--- config.mk ---
export PLATFORM = sky130hd
export DESIGN_NAME = fetch_stage
export DESIGN_NICKNAME = d
export VERILOG_FILES = /design/src/rtl/fetch_stage.sv
export SDC_FILE = /design/constraint.sdc
export NUM_CORES = 1
export LEC_CHECK = 0
export BUFFER_PORTS_ARGS = -buffer_cell sky130_fd_sc_hd__buf_2
export CAP_MARGIN = 25
export CORE_ASPECT_RATIO = 1.5
export CORE_MARGIN = 3
export CORE_UTILIZATION = 55
export DETAILED_ROUTE_END_ITERATION = 10
export PLACE_DENSITY = 0.92
export SLEW_MARGIN = 20
export SYNTH_ARGS = -nofsm -noshare
export SYNTH_HDL_FRONTEND = slang
export SYNTH_SLANG_ARGS = --single-unit
--- constraint.sdc ---
create_clock -name clk -period 2.4 [get_ports clk]
set_input_delay 0.6 -clock clk [delete_from_list [all_inputs] [get_ports clk]]
set_output_delay 0.6 -clock clk [all_outputs]
set_load 0.1 [all_outputs]
--- src/rtl/fetch_stage.sv ---
// rtl/fetch_stage.sv - brisc instruction fetch stage: PC, single-outstanding I-cache request, IF/ID register with 1-entry skid buffer
module fetch_stage #(
    parameter int unsigned           ADDR_LEN = 32,
    parameter int unsigned           ILEN     = 32,
    parameter logic [ADDR_LEN-1:0]   RESET_PC = 32'h0000_1000,
    parameter logic [ILEN-1:0]       NOP      = 32'h0000_0013
) (
    input  logic                clk,
    input  logic                rst_n,
    input  logic                stall_i,
    input  logic                redirect_i,
    input  logic [ADDR_LEN-1:0] redirect_pc_i,
    output logic                icache_req_valid,
    output logic [ADDR_LEN-1:0] icache_req_addr,
    input  logic                icache_req_ready,
    input  logic                icache_rsp_valid,
    input  logic [ILEN-1:0]     icache_rsp_instr,
    output logic                if_valid,
    output logic [ILEN-1:0]     if_instr,
    output logic [ADDR_LEN-1:0] if_pc
);

    typedef enum logic [1:0] {
        S_REQ  = 2'd0,
        S_WAIT = 2'd1,
        S_DROP = 2'd2
    } state_t;

    state_t                state_q;
    logic [ADDR_LEN-1:0]   pc_q;
    logic [ADDR_LEN-1:0]   req_pc_q;
    logic                  buf_valid_q;
    logic [ILEN-1:0]       buf_instr_q;
    logic [ADDR_LEN-1:0]   buf_pc_q;
    logic                  if_valid_q;
    logic [ILEN-1:0]       if_instr_q;
    logic [ADDR_LEN-1:0]   if_pc_q;

    logic                  req_fire;
    logic                  rsp_take;
    logic                  slot_free;

    // Gated by rst_n so no request leaks out while the cache is held in reset.
    assign icache_req_valid = rst_n && (state_q == S_REQ) && !buf_valid_q && !redirect_i;
    assign icache_req_addr  = pc_q;
    assign req_fire         = icache_req_valid && icache_req_ready;
    assign rsp_take         = (state_q == S_WAIT) && icache_rsp_valid;
    assign slot_free        = !if_valid_q || !stall_i;

    assign if_valid = if_valid_q;
    assign if_instr = if_valid_q ? if_instr_q : NOP;
    assign if_pc    = if_pc_q;

    always_ff @(posedge clk or negedge rst_n) begin
        if (!rst_n) begin
            state_q     <= S_REQ;
            pc_q        <= RESET_PC & ~ADDR_LEN'(3);
            req_pc_q    <= '0;
            buf_valid_q <= 1'b0;
            buf_instr_q <= NOP;
            buf_pc_q    <= '0;
            if_valid_q  <= 1'b0;
            if_instr_q  <= NOP;
            if_pc_q     <= '0;
        end else if (redirect_i) begin
            pc_q        <= redirect_pc_i & ~ADDR_LEN'(3);
            if_valid_q  <= 1'b0;
            buf_valid_q <= 1'b0;
            // An in-flight request still owes a response; S_DROP swallows it.
            case (state_q)
                S_WAIT:  state_q <= icache_rsp_valid ? S_REQ : S_DROP;
                S_DROP:  if (icache_rsp_valid) state_q <= S_REQ;
                default: state_q <= state_q;
            endcase
        end else begin
            case (state_q)
                S_REQ: begin
                    if (req_fire) begin
                        req_pc_q <= pc_q;
                        pc_q     <= pc_q + ADDR_LEN'(4);
                        state_q  <= S_WAIT;
                    end
                end
                S_WAIT:  if (icache_rsp_valid) state_q <= S_REQ;
                S_DROP:  if (icache_rsp_valid) state_q <= S_REQ;
                default: state_q <= S_REQ;
            endcase

            if (slot_free) begin
                if (buf_valid_q) begin
                    if_valid_q  <= 1'b1;
                    if_instr_q  <= buf_instr_q;
                    if_pc_q     <= buf_pc_q;
                    buf_valid_q <= 1'b0;
                end else if (rsp_take) begin
                    if_valid_q <= 1'b1;
                    if_instr_q <= icache_rsp_instr;
                    if_pc_q    <= req_pc_q;
                end else begin
                    if_valid_q <= 1'b0;
                end
            end else if (rsp_take) begin
                // Decode is stalled on a live instruction: park the response.
                buf_valid_q <= 1'b1;
                buf_instr_q <= icache_rsp_instr;
                buf_pc_q    <= req_pc_q;
            end
        end
    end

endmodule

Yosys cells after proc, flatten, opt, wreduce, memory -nomap -nowiden
Index checks and enable logic that the tools add are counted.
{"block": "classes", "bitwise_logic": 2, "shifts": 0, "mul": 0, "add_sub_neg": 1, "n_div": 0, "eq_ne": 4, "muxes": 21, "n_lt_le_gt_ge": 0, "n_reduce_logical": 22}
{"operator": "two-way mux 32 bit", "count": 8}
{"operator": "adder 32 x 3 -> 32 bit (second input constant)", "count": 1}
{"operator": "AND reduction 3 bit", "count": 3}
{"operator": "two-way mux 2 bit", "count": 4}
{"operator": "case mux 2 bit (2 select lines)", "count": 2}
{"operator": "nonzero test 2 bit", "count": 4}
{"operator": "two-way mux 1 bit", "count": 7}
{"operator": "logical AND 1 bit", "count": 5}
{"operator": "zero test 1 bit", "count": 4}
{"operator": "AND reduction 2 bit", "count": 2}
{"operator": "!= test 3 x 1 -> 1 bit (second input constant)", "count": 1}
{"operator": "!= test 3 bit (second input constant)", "count": 1}
{"operator": "nonzero test 3 bit", "count": 1}
{"operator": "== test 2 x 1 -> 1 bit (second input constant)", "count": 1}
{"operator": "== test 2 bit (second input constant)", "count": 1}
{"operator": "zero test 2 bit", "count": 1}
{"operator": "NOT 1 bit", "count": 2}
{"operator": "OR reduction 2 bit", "count": 1}
{"operator": "logical OR 1 bit", "count": 1}
{"block": "word_totals", "inputBits": 70, "ram_bits": 0, "rom_bits": 0, "regBits": 196, "latchBits": 0, "out_inout_bits": 98, "wordCells": 59, "memories": 0}

Depth between registers and ports, before layout
Gate-level depths: netlist (run 1).
{"block": "depth", "word_depth": 8, "mapped_depth": 10, "ltp_nobuf": 7}

Least setup slack after synthesis (run 1)
OpenSTA, ideal clock, no wires.
{"block": "synth_timing", "path_kind": "input -> output", "from": "input port redirect_i", "to": "output port icache_req_valid", "path_stages": 4, "slack_ns": -1.385, "t_required_ns": 1.800, "path_buffers": 2, "arrival_time_ns": 3.185, "cell_sequence": "buf_6 nand2b_4 buf_6 nor3b_1"}
{"block": "synth_via", "elab_chain_cells": 2}
{"element": "start, declared", "line_no": "11", "rtl": "input logic redirect_i,"}
{"element": "zero test 1 bit", "line_no": "44", "rtl": "assign icache_req_valid = rst_n && (state_q == S_REQ) && !buf_valid_q && !redirect_i;"}
{"element": "logical AND 1 bit", "line_no": "44"}
{"element": "end, declared", "line_no": "13", "rtl": "output logic icache_req_valid,"}
No other way between the ends.

Worst setup path in the final report (run 1)
{"block": "layout_timing", "from": "register if_valid_q (netlist: if_valid)", "to": "output port if_instr[6]"}
{"block": "layout_via", "elab_chain_cells": 1}
{"element": "start, declared", "line_no": "35", "rtl": "logic if_valid_q;"}
{"element": "start signal, assigned", "line_no": "62", "rtl": "if_valid_q <= 1'b0;"}
{"element": "start signal, assigned", "line_no": "67", "rtl": "if_valid_q <= 1'b0;"}
{"element": "start signal, assigned", "line_no": "91", "rtl": "if_valid_q <= 1'b1;"}
{"element": "two-way mux 32 bit", "line_no": "51", "rtl": "assign if_instr = if_valid_q ? if_instr_q : NOP;"}
{"element": "end, declared", "line_no": "19", "rtl": "output logic [ILEN-1:0] if_instr,"}
No other way between the ends.

==> results.cfg, run 1 <==
[timing]
fmax_mhz = 428.1
grt_setup_unrepaired = no
fin_crit_sh = 0.9732
fin_skew_ns = 0.01236
drv_slew = 0
fin_crit_ns = 2.336
max_slew.worst_pin.slew_ns = 0.7527
slew_headroom = 0.4982
setup_slack_ns = 0.06434
setup_violations = 0
hold_viol = 0

[clock_tree]
clkTransAtPathRegs_ns = 0.07
cts-root-buf = clkbuf_16
cts_sinks = 188
h-tree-depth = 4
insertion_delay_ns = 0.42
cts.path.max_buffers = 2
cts_tree = built
cts_made_buffers = 17

[floorplan]
die_area_um2 = 17050
die_w_um = 107.6
start_util = 0.5627
io_pins = 168
row_count = 55
die_y_um = 158.4
core_area_um2 = 15140

[route]
vias_per_cell = 5.642
postRouteAntennaNets = 0
vias = 6590
drc = 0
firstDrtPassIters = 5
wirelength_mm = 20.79
routedWlPerCell_um = 17.80
drt_iter0_drc = 415

[final_layout]
final_util = 0.6834
area_growth_pct = 21.44
fillers = 1127
nNetsFinal = 1030
drive_gt1_frac = 0.3461
finalNonFillerCells = 1168

[global_route]
antenna_found_initial = 1
grt_usage = 0.2463
grt_pass1_wl_mm = 32.97
grt_max_degree = 79
grt_overflow = 0
grt_pass1_vias = 6702

[synthesis]
synth_edf_count = 0
synth_area_um2 = 8519
synth_cell_types = 50
syn-instance-count = 796
async_flop_share = 1.000
avgSynthCellArea_um2 = 10.70
ys.flop_type = dfrtp_1
yosysWarnings = 0
ys_ff_latch = 188
ys_seq_area_frac = 0.5532

[setup_path]
critPathRequiredTime_ns = 1.80
critPathLaunch = if_valid
cp-start-kind = register
r2r_slack_ns = 0.35
r2r-end = icache_req_addr[28]
cp_slowest_cell = dfrtp_4
cp-end-kind = output port
critPathArrivalTime_ns = 1.74
r2r_cells = 6
cpPeakStageDelay_ns = 0.65
endpoint = if_instr[6]
reg2reg_from = icache_req_addr[2]
critPathMaxFanout = 35
crit_chain = and2_2 -> buf_2
worstSetupPathType = register to output port

[min_path]
hold_class = input port to async pin

[place]
post-place-ws_ns = 0.2464
portBuffers = 161
dpl.cell_count = 1126
place.gp.congestion = 0.9350
place_hpwl_mm = 13.64

[power_and_ir_drop]
combPwrFrac = 0.404
power.density_nw_per_um2 = 1243
total_power_mw = 12.87
clock_power_share = 0.222
p_leak_nw = 4.882
p_sw_frac = 0.4683
seqPwrFrac = 0.373
ir_worst_vdd_v = 0.0006626
p_switching_mw = 6.025
p_int_mw = 6.840

[run_status]
outcome = completed

[job]
cap_violations = 0
[cell families (layout without fill, tap and decap cells)]
family                   Yosys count  after routing  share of synthesized area
adder cells (fa/ha/maj)            5              5                   0.007343
AO/OA/AOI/OAI                    117            117                    0.08489
AND/OR/NAND/NOR                  298            298                     0.1629
other                              1              5                  0.0004402
XOR/XNOR                           2              2                   0.002056
buffers and inverters             59            228                    0.03187
flip-flops                       188            188                     0.5532
multiplexers                     126            126                     0.1573
[how the worst min path moves through the flow]
| stage | startpoint | end | cells past startpoint | slack (ns) |
|---|---|---|---|---|
| after global routing | rst_n | icache_req_addr[12] | 1 | 0.15 |
| after detailed placement | rst_n | icache_req_addr[8] | 1 | 0.45 |
| after floorplan | rst_n | buf_instr_q[10] | 0 | 0.30 |
| after CTS | rst_n | icache_req_addr[12] | 1 | 0.15 |
| final | rst_n | icache_req_addr[12] | 1 | 0.17 |
| after global placement | rst_n | icache_req_addr[8] | 1 | 0.45 |
[per-layer routing]
metal	vias up	global-route usage	part of all wire
met5	-	0	0
met4	0	0.1161	0.035
met3	59	0.04584	0.049
met2	258	0.4339	0.53
met1	3187	0.2900	0.39
li1	3086	-	-
[synth_stat cells (2+ instances only)]
cell type	count	share of area
nor3_1	4	0.0023
and3_1	6	0.0044
buf_4	4	0.0035
nand2_1	131	0.058
nand3_1	23	0.014
nor4_1	4	0.0029
a211o_1	2	0.0021
a21oi_1	68	0.040
o211ai_1	17	0.015
buf_2	16	0.0094
nand4_1	9	0.0066
dfrtp_1	181	0.53
and2_1	30	0.022
o311ai_0	13	0.013
nor3b_1	2	0.0018
nand2b_1	4	0.0029
o21ai_0	7	0.0041
mux2_2	63	0.083
mux2i_1	63	0.074
clkbuf_1	22	0.0097
nor2_1	72	0.032
ha_1	5	0.0073
or3_1	2	0.0015
nor3_2	2	0.0023
inv_1	9	0.0040
dfstp_2	7	0.022
buf_1	6	0.0026
buf_6	2	0.0026
[through the flow]
| step | setup TNS, ns | hold WS [ns] | cell area, µm² |
|---|---|---|---|
| 2_1_floorplan | -0.02498 | 0.3044 | 8586 |
| 3_3_place_gp | 0 | 0.4500 | 9634 |
| 3_5_place_dp | 0 | 0.4529 | 9634 |
| 4_1_cts | 0 | 0.1539 | 10270 |
| 5_1_grt | 0 | 0.1522 | 10350 |
| 6_report | 0 | 0.1683 | 10350 |
[placed cells by master (no fill, tap or decap), types with 3 or more instances in the layout]
cell,n
dfstp_2,7
nand3_1,23
dfrtp_1,174
clkinvlp_4,3
nand4_1,9
nand2b_1,4
conb_1,4
nor2_1,72
buf_4,18
ha_1,4
a21oi_1,68
nor3_1,4
inv_8,4
buf_12,6
nand2_1,131
nor4_1,4
inv_6,3
and3_1,6
mux2_2,63
dfrtp_2,5
o21ai_0,7
o211ai_1,17
buf_2,159
mux2i_1,63
inv_1,8
o311ai_0,13
and2_2,29
clkbuf_16,17
[flip-flops by register name, indices dropped and copies added, names as in the netlist]
signal / count
if_instr_q: 32
buf_pc_q: 30
buf_instr_q: 32
if_pc: 30
buf_valid_q: 1
req_pc_q: 30
state_q: 2
if_valid: 1
icache_req_addr: 30
[power by group through the flow]
stage,clock (mW),combinational [mW],sequential [mW]
2_1_floorplan,0,1.83,6.94
3_3_place_gp,0,4.92,4.74
3_5_place_dp,0,5.05,4.83
4_1_cts,2.90,5.15,4.80
5_1_grt,3.06,5.50,4.92
6_report,2.86,5.20,4.80
[critical path, delay by kind of cell (launching register included)]
kind          cells  cell delay [ns]
flops             1             0.65
buf+inv           1             0.42
simple gates      1             0.23
[repair_timing]
item,in CTS,in global routing
resized for setup,4,0
endpoints found under the setup margin,30,1
pin swaps,1,1
buffers inserted,0,6
endpoints found under the hold margin,3,0
hold buffers,2,0
[layout make-up]
type / instances / area [µm²] / area share
flip-flops and latches: 188 / 4727 / 0.4569
multi-input cells: 552 / 3620 / 0.3499
repair buffers: 187 / 1112 / 0.1075
clock buffers: 17 / 425.4 / 0.04112
well taps: 199 / 249.0 / 0.02407
clock inverters: 15 / 176.4 / 0.01705
inverters: 9 / 33.78 / 0.003265
diodes: 1 / 2.502 / 0.0002419
Power figures use the tool's default switching activity.
==> inputs of run 2 (changes only) <==
==> config.mk (replaced) <==
export PLATFORM = sky130hd
export DESIGN_NAME = fetch_stage
export DESIGN_NICKNAME = d
export VERILOG_FILES = /design/src/rtl/fetch_stage.sv
export SDC_FILE = /design/constraint.sdc
export NUM_CORES = 1
export LEC_CHECK = 0
export CAP_MARGIN = 25
export CORE_ASPECT_RATIO = 1.5
export CORE_MARGIN = 3
export CORE_UTILIZATION = 60
export DETAILED_ROUTE_END_ITERATION = 10
export DONT_BUFFER_PORTS = 1
export PLACE_DENSITY = 0.88
export SLEW_MARGIN = 20
export SYNTH_ARGS = -nofsm -noshare
export SYNTH_HDL_FRONTEND = slang
export SYNTH_SLANG_ARGS = --single-unit
==> run 2 against run 1 <==
Compared with the run above:
- the flow now finishes with violations (negative hold slack)
- register-to-register slack worse by 0.08 ns
- total power grew 1.6%
- sequential share of layout area fell by 0.35 points
- largest power group unchanged
- critical path type unchanged
==> results.cfg, run 2 (synthesis gave the netlist of run 1 again) <==
[run_status]
outcome = complete, but fails checks
violations = negative hold slack

[final_layout]
area_growth_pct = 22.31
nNetsFinal = 949
final_common_cell = dfrtp_1
fillers = 813
largestRegisters = buf_instr_q x32, if_instr_q x32
regArea_um2 = 4725
drive_gt1_frac = 0.2875
antenna_cells = 0
multiInputGateArea_um2 = 3610
layout_common_cells = 174 x dfrtp_1, 131 x nand2_1, 73 x buf_4, 72 x nor2_1, 68 x a21oi_1

[global_route]
grt_max_degree = 191
met3_usage = 0.05642
use_met2 = 0.4530
grt_overflow = 0
busiest_layer = met2
grt_pass1_vias = 6641
grt_pass1_wl_mm = 33.67
grtUsageMet1 = 0.3347
antenna_found_initial = 0
grt_usage = 0.2714

[floorplan]
core_area_um2 = 13730
start_util = 0.6206
die_w_um = 103.3
die_y_um = 151.9
io_pins = 168
row_count = 52
die_area_um2 = 15690

[route]
drc = 0
wirelength_mm = 20.48
vias_per_cell = 5.930
vias = 6381
firstDrtPassIters = 5
drt_iter0_drc = 441
routedWlPerCell_um = 19.03
postRouteAntennaNets = 0

[power_and_ir_drop]
ir_worst_vdd_v = 0.0008275
power.density_nw_per_um2 = 1255
total_power_mw = 13.07
p_leak_nw = 4.668

[timing]
fin_crit_sh = 0.9768
drv_slew = 0
fin_setup_tns_ns = 0
grt_setup_unrepaired = no
setup_violations = 0
fmax_mhz = 426.6
hold_viol = 181
slew_headroom = 0.3237
whs_ns = -0.1265
max_slew.worst_pin.slew_ns = 1.014
fin_crit_ns = 2.344
fin_skew_ns = 0.009144

[setup_path]
cp-start-kind = register
r2r_cells = 4
r2r_slack_ns = 0.27
cp-end-kind = output port
critPathMaxFanout = 8
r2r-end = buf_pc_q[26]
critPathArrivalTime_ns = 1.74
worstSetupPathType = register to output port
critPathRequiredTime_ns = 1.80
reg2reg_from = if_valid

[place]
portBuffers = 0
place_hpwl_mm = 14.01
place.gp.congestion = 0.9023

[clock_tree]
cts_sinks = 188
h-tree-depth = 4
clkTransAtPathRegs_ns = 0.07
cts_made_buffers = 17
cts.path.max_buffers = 2
cts-root-buf = clkbuf_16
cts_tree = built
insertion_delay_ns = 0.42

[min_path]
hold_class = input port to async pin

[job]
cap_violations = 0
-- run 2: cell count changes in the layout (fill, tap and decap cells not counted), sizes merged --
cell         change
diode            -1
clkbuf           +1
dlygate4sd3      -2
clkinv           -2
buf             -78
-- run 2: layout make-up --
cell class                      instances  share of cell area
Clock buffer                           19             0.04347
Clock inverter                         13             0.01477
Sequential cell                       188              0.4534
Multi-Input combinational cell        552              0.3464
Inverter                                9            0.003242
Tap cell                              189             0.02269
Timing Repair Buffer                  106              0.1160
-- run 2: power breakdown --
| part | switching (mW) | internal, mW | leakage [nW] | total, mW |
|---|---|---|---|---|
| combinational | 4.07 | 1.37 | 2.03 | 5.45 |
| sequential | 0.600 | 4.13 | 2.35 | 4.73 |
| clock | 1.27 | 1.62 | 0.291 | 2.89 |
| total | 5.94 | 7.13 | 4.67 | 13.1 |
-- run 2: per-stage QoR --
stage	setup WS (ns)	std cells	cell area, µm²	hold WS [ns]	utilization
after CTS	0.05778	1076	10420	-0.1387	0.7590
after global routing	0.007374	1076	10420	-0.1601	0.7590
final	0.05577	1076	10420	-0.1265	0.7590
after detailed placement	0.2783	1042	9796	0.3081	0.7135
after global placement	0.4047	1042	9796	0.3090	0.7135
after floorplan	-0.02498	799	8586	0.3044	-
-- run 2: worst max-delay path by stage --
stage	from	end
5_1_grt	state_q[1]	icache_req_valid
3_5_place_dp	if_valid	buf_pc_q[3]
3_3_place_gp	if_valid	buf_instr_q[2]
2_1_floorplan	redirect_i	icache_req_valid
4_1_cts	state_q[1]	icache_req_valid
6_report	state_q[1]	icache_req_valid
-- run 2: worst max-delay path, stage by stage, from the launching register on --
cell	delay (ns)
dfrtp_1	0.38
inv_1	0.11
ha_2	0.23
nand2b_4	0.14
nor3b_4	0.25
buf_12	0.20
-- run 2: repair_timing --
item | CTS | global route
setup endpoints to repair | 1 | 0
resized for setup | 1 | 0
setup buffers | 2 | 0
hold endpoints to repair | 181 | 183
-- run 2: metal layers --
metal  vias up  share of wire
met5         -              0
met4         0          0.037
met3        60          0.058
met2       272           0.53
met1      3140           0.38
li1       2909              -
==> inputs of run 3 (changes only) <==
--- a/config.mk
+++ b/config.mk
@@ -8,10 +8,10 @@
 export CAP_MARGIN = 25
 export CORE_ASPECT_RATIO = 1.5
 export CORE_MARGIN = 3
-export CORE_UTILIZATION = 60
+export CORE_UTILIZATION = 63
 export DETAILED_ROUTE_END_ITERATION = 10
 export DONT_BUFFER_PORTS = 1
-export PLACE_DENSITY = 0.88
+export PLACE_DENSITY = 0.91
 export SLEW_MARGIN = 20
 export SYNTH_ARGS = -nofsm -noshare
 export SYNTH_HDL_FRONTEND = slang
==> run 3 against run 2 <==
Compared with the run above:
- the run still ends with negative hold slack left
- utilization up 3.2 points
- first-iteration DRC count down 5.0%
- critical path type unchanged
- non-clock buffer count up 4
- maximum frequency about the same
==> results.cfg, run 3 (synthesis gave the netlist of run 1 again) <==
[timing]
fmax_mhz = 426.7
setup_violations = 0
max_slew.worst_pin.slew_ns = 1.024
drv_slew = 0
hold_viol = 181
slew_headroom = 0.3173
whs_ns = -0.1328
fin_crit_sh = 0.9766
fin_skew_ns = 0.008538
fin_crit_ns = 2.344

[final_layout]
area_growth_pct = 21.53
multiInputGateArea_um2 = 3610
regArea_um2 = 4725
fillers = 731
finalNonFillerCells = 1050
nNetsFinal = 953
final_common_cell = dfrtp_1
antenna_cells = 0
final_util = 0.7915
layout_common_cells = 174 x dfrtp_1, 131 x nand2_1, 76 x buf_4, 72 x nor2_1, 68 x a21oi_1
drive_gt1_frac = 0.2896
largestRegisters = buf_instr_q x32, if_instr_q x32

[route]
drt_iter0_drc = 419
routedWlPerCell_um = 19.66
wirelength_mm = 20.65
firstDrtPassIters = 7
vias = 6384
drc = 0
postRouteAntennaNets = 0
vias_per_cell = 6.080

[power_and_ir_drop]
p_leak_nw = 4.668
power.density_nw_per_um2 = 1238
ir_worst_vdd_v = 0.0005824

[global_route]
grt_usage = 0.2837
antenna_found_initial = 0
grt_pass1_vias = 6570
grt_max_degree = 191
grt_overflow = 0
grt_pass1_wl_mm = 33.39

[clock_tree]
cts_made_buffers = 17
clkTransAtPathRegs_ns = 0.07
cts_sinks = 188
cts-root-buf = clkbuf_16
cts.path.max_buffers = 2
h-tree-depth = 4
insertion_delay_ns = 0.42
cts_tree = built

[place]
portBuffers = 0
dpl.cell_count = 1013
place_hpwl_mm = 14.32
place.gp.congestion = 0.9216

[floorplan]
core_area_um2 = 13080
start_util = 0.6513
io_pins = 168
die_area_um2 = 14980
die_y_um = 148.4
die_w_um = 101.0
row_count = 51

[setup_path]
cp-start-kind = register
critPathRequiredTime_ns = 1.80
critPathMaxFanout = 5
critPathArrivalTime_ns = 1.74
worstSetupPathType = register to output port
cp-end-kind = output port

[min_path]
hold_class = input port to async pin

[run_status]
violations = negative hold slack
outcome = complete, but fails checks

[job]
cap_violations = 0
## run 3: cell types whose count changed in the layout (fill, tap and decap cells not counted), moves of 3 or more
| cell | before | now |
|---|---|---|
| buf_4 | 73 | 76 |
| clkinv_2 | 1 | 5 |
| clkinv_4 | 0 | 3 |
| clkinvlp_4 | 3 | 0 |
## run 3: worst paths after layout
| kind | startpoint | endpoint | slack [ns] | cells past startpoint |
|---|---|---|---|---|
| worst max-delay path | state_q[1] | icache_req_valid | 0.06 | 5 |
| worst min-delay path | rst_n | if_instr_q[2] | -0.13 | 0 |
| worst max register to register | if_valid | buf_instr_q[9] | 0.30 | 4 |
| worst min register to register | req_pc_q[27] | req_pc_q[27] | 0.50 | 2 |
| max in group asynchronous | rst_n | icache_req_addr[12] | 2.25 | 0 |
| min in group clk | redirect_i | if_valid | 0.24 | 1 |
## run 3: timing repair
action                                  4_1_cts  5_1_grt
gates resized for setup                       1        1
buffers inserted                              0        5
cloned                                        0        0
pin swaps                                     1        1
endpoints found under the setup margin        1        1
hold endpoints to repair                    181      181
## run 3: metrics by stage
stage / TNS [ns] / total power [mW] / setup WS [ns] / area, µm²
2_1_floorplan: -0.02498 / 8.770 / -0.02498 / 8586
3_3_place_gp: 0 / 9.888 / 0.4203 / 9778
6_report: 0 / 12.82 / 0.05618 / 10350
5_1_grt: -0.004390 / 13.38 / -0.004390 / 10350
3_5_place_dp: 0 / 10.19 / 0.3162 / 9778
4_1_cts: 0 / 12.82 / 0.005460 / 10320
## run 3: cell type report
| cell class | count | area share |
|---|---|---|
| Clock buffer | 20 | 0.04314 |
| Clock inverter | 12 | 0.008580 |
| Timing Repair Buffer | 110 | 0.1208 |
| Multi-Input combinational cell | 552 | 0.3486 |
| Sequential cell | 188 | 0.4563 |
| Inverter | 9 | 0.003263 |
| Tap cell | 159 | 0.01921 |
## run 3: layer usage
metal | part of all wire | GRT usage | wire (µm) | vias to the layer above
met5 | 0 | 0 | 0 | -
met4 | 0.030 | 0.1271 | 614 | 0
met3 | 0.059 | 0.05162 | 1213 | 47
met2 | 0.54 | 0.4911 | 11090 | 269
met1 | 0.37 | 0.3424 | 7732 | 3137
li1 | - | - | - | 2931
## run 3: report_power, final
group          total, mW  switching, mW  internal, mW  leakage [nW]
sequential          4.76          0.622          4.14          2.35
clock               2.57           1.21          1.37         0.271
combinational       5.49           4.08          1.41          2.05
total               12.8           5.91          6.91          4.67
## run 3: critical path, cell delays in order, from the launching register on
cell      delay, ns
dfrtp_1        0.45
inv_2          0.10
ha_2           0.21
nand2b_4       0.10
nor3b_4        0.25
buf_12         0.20
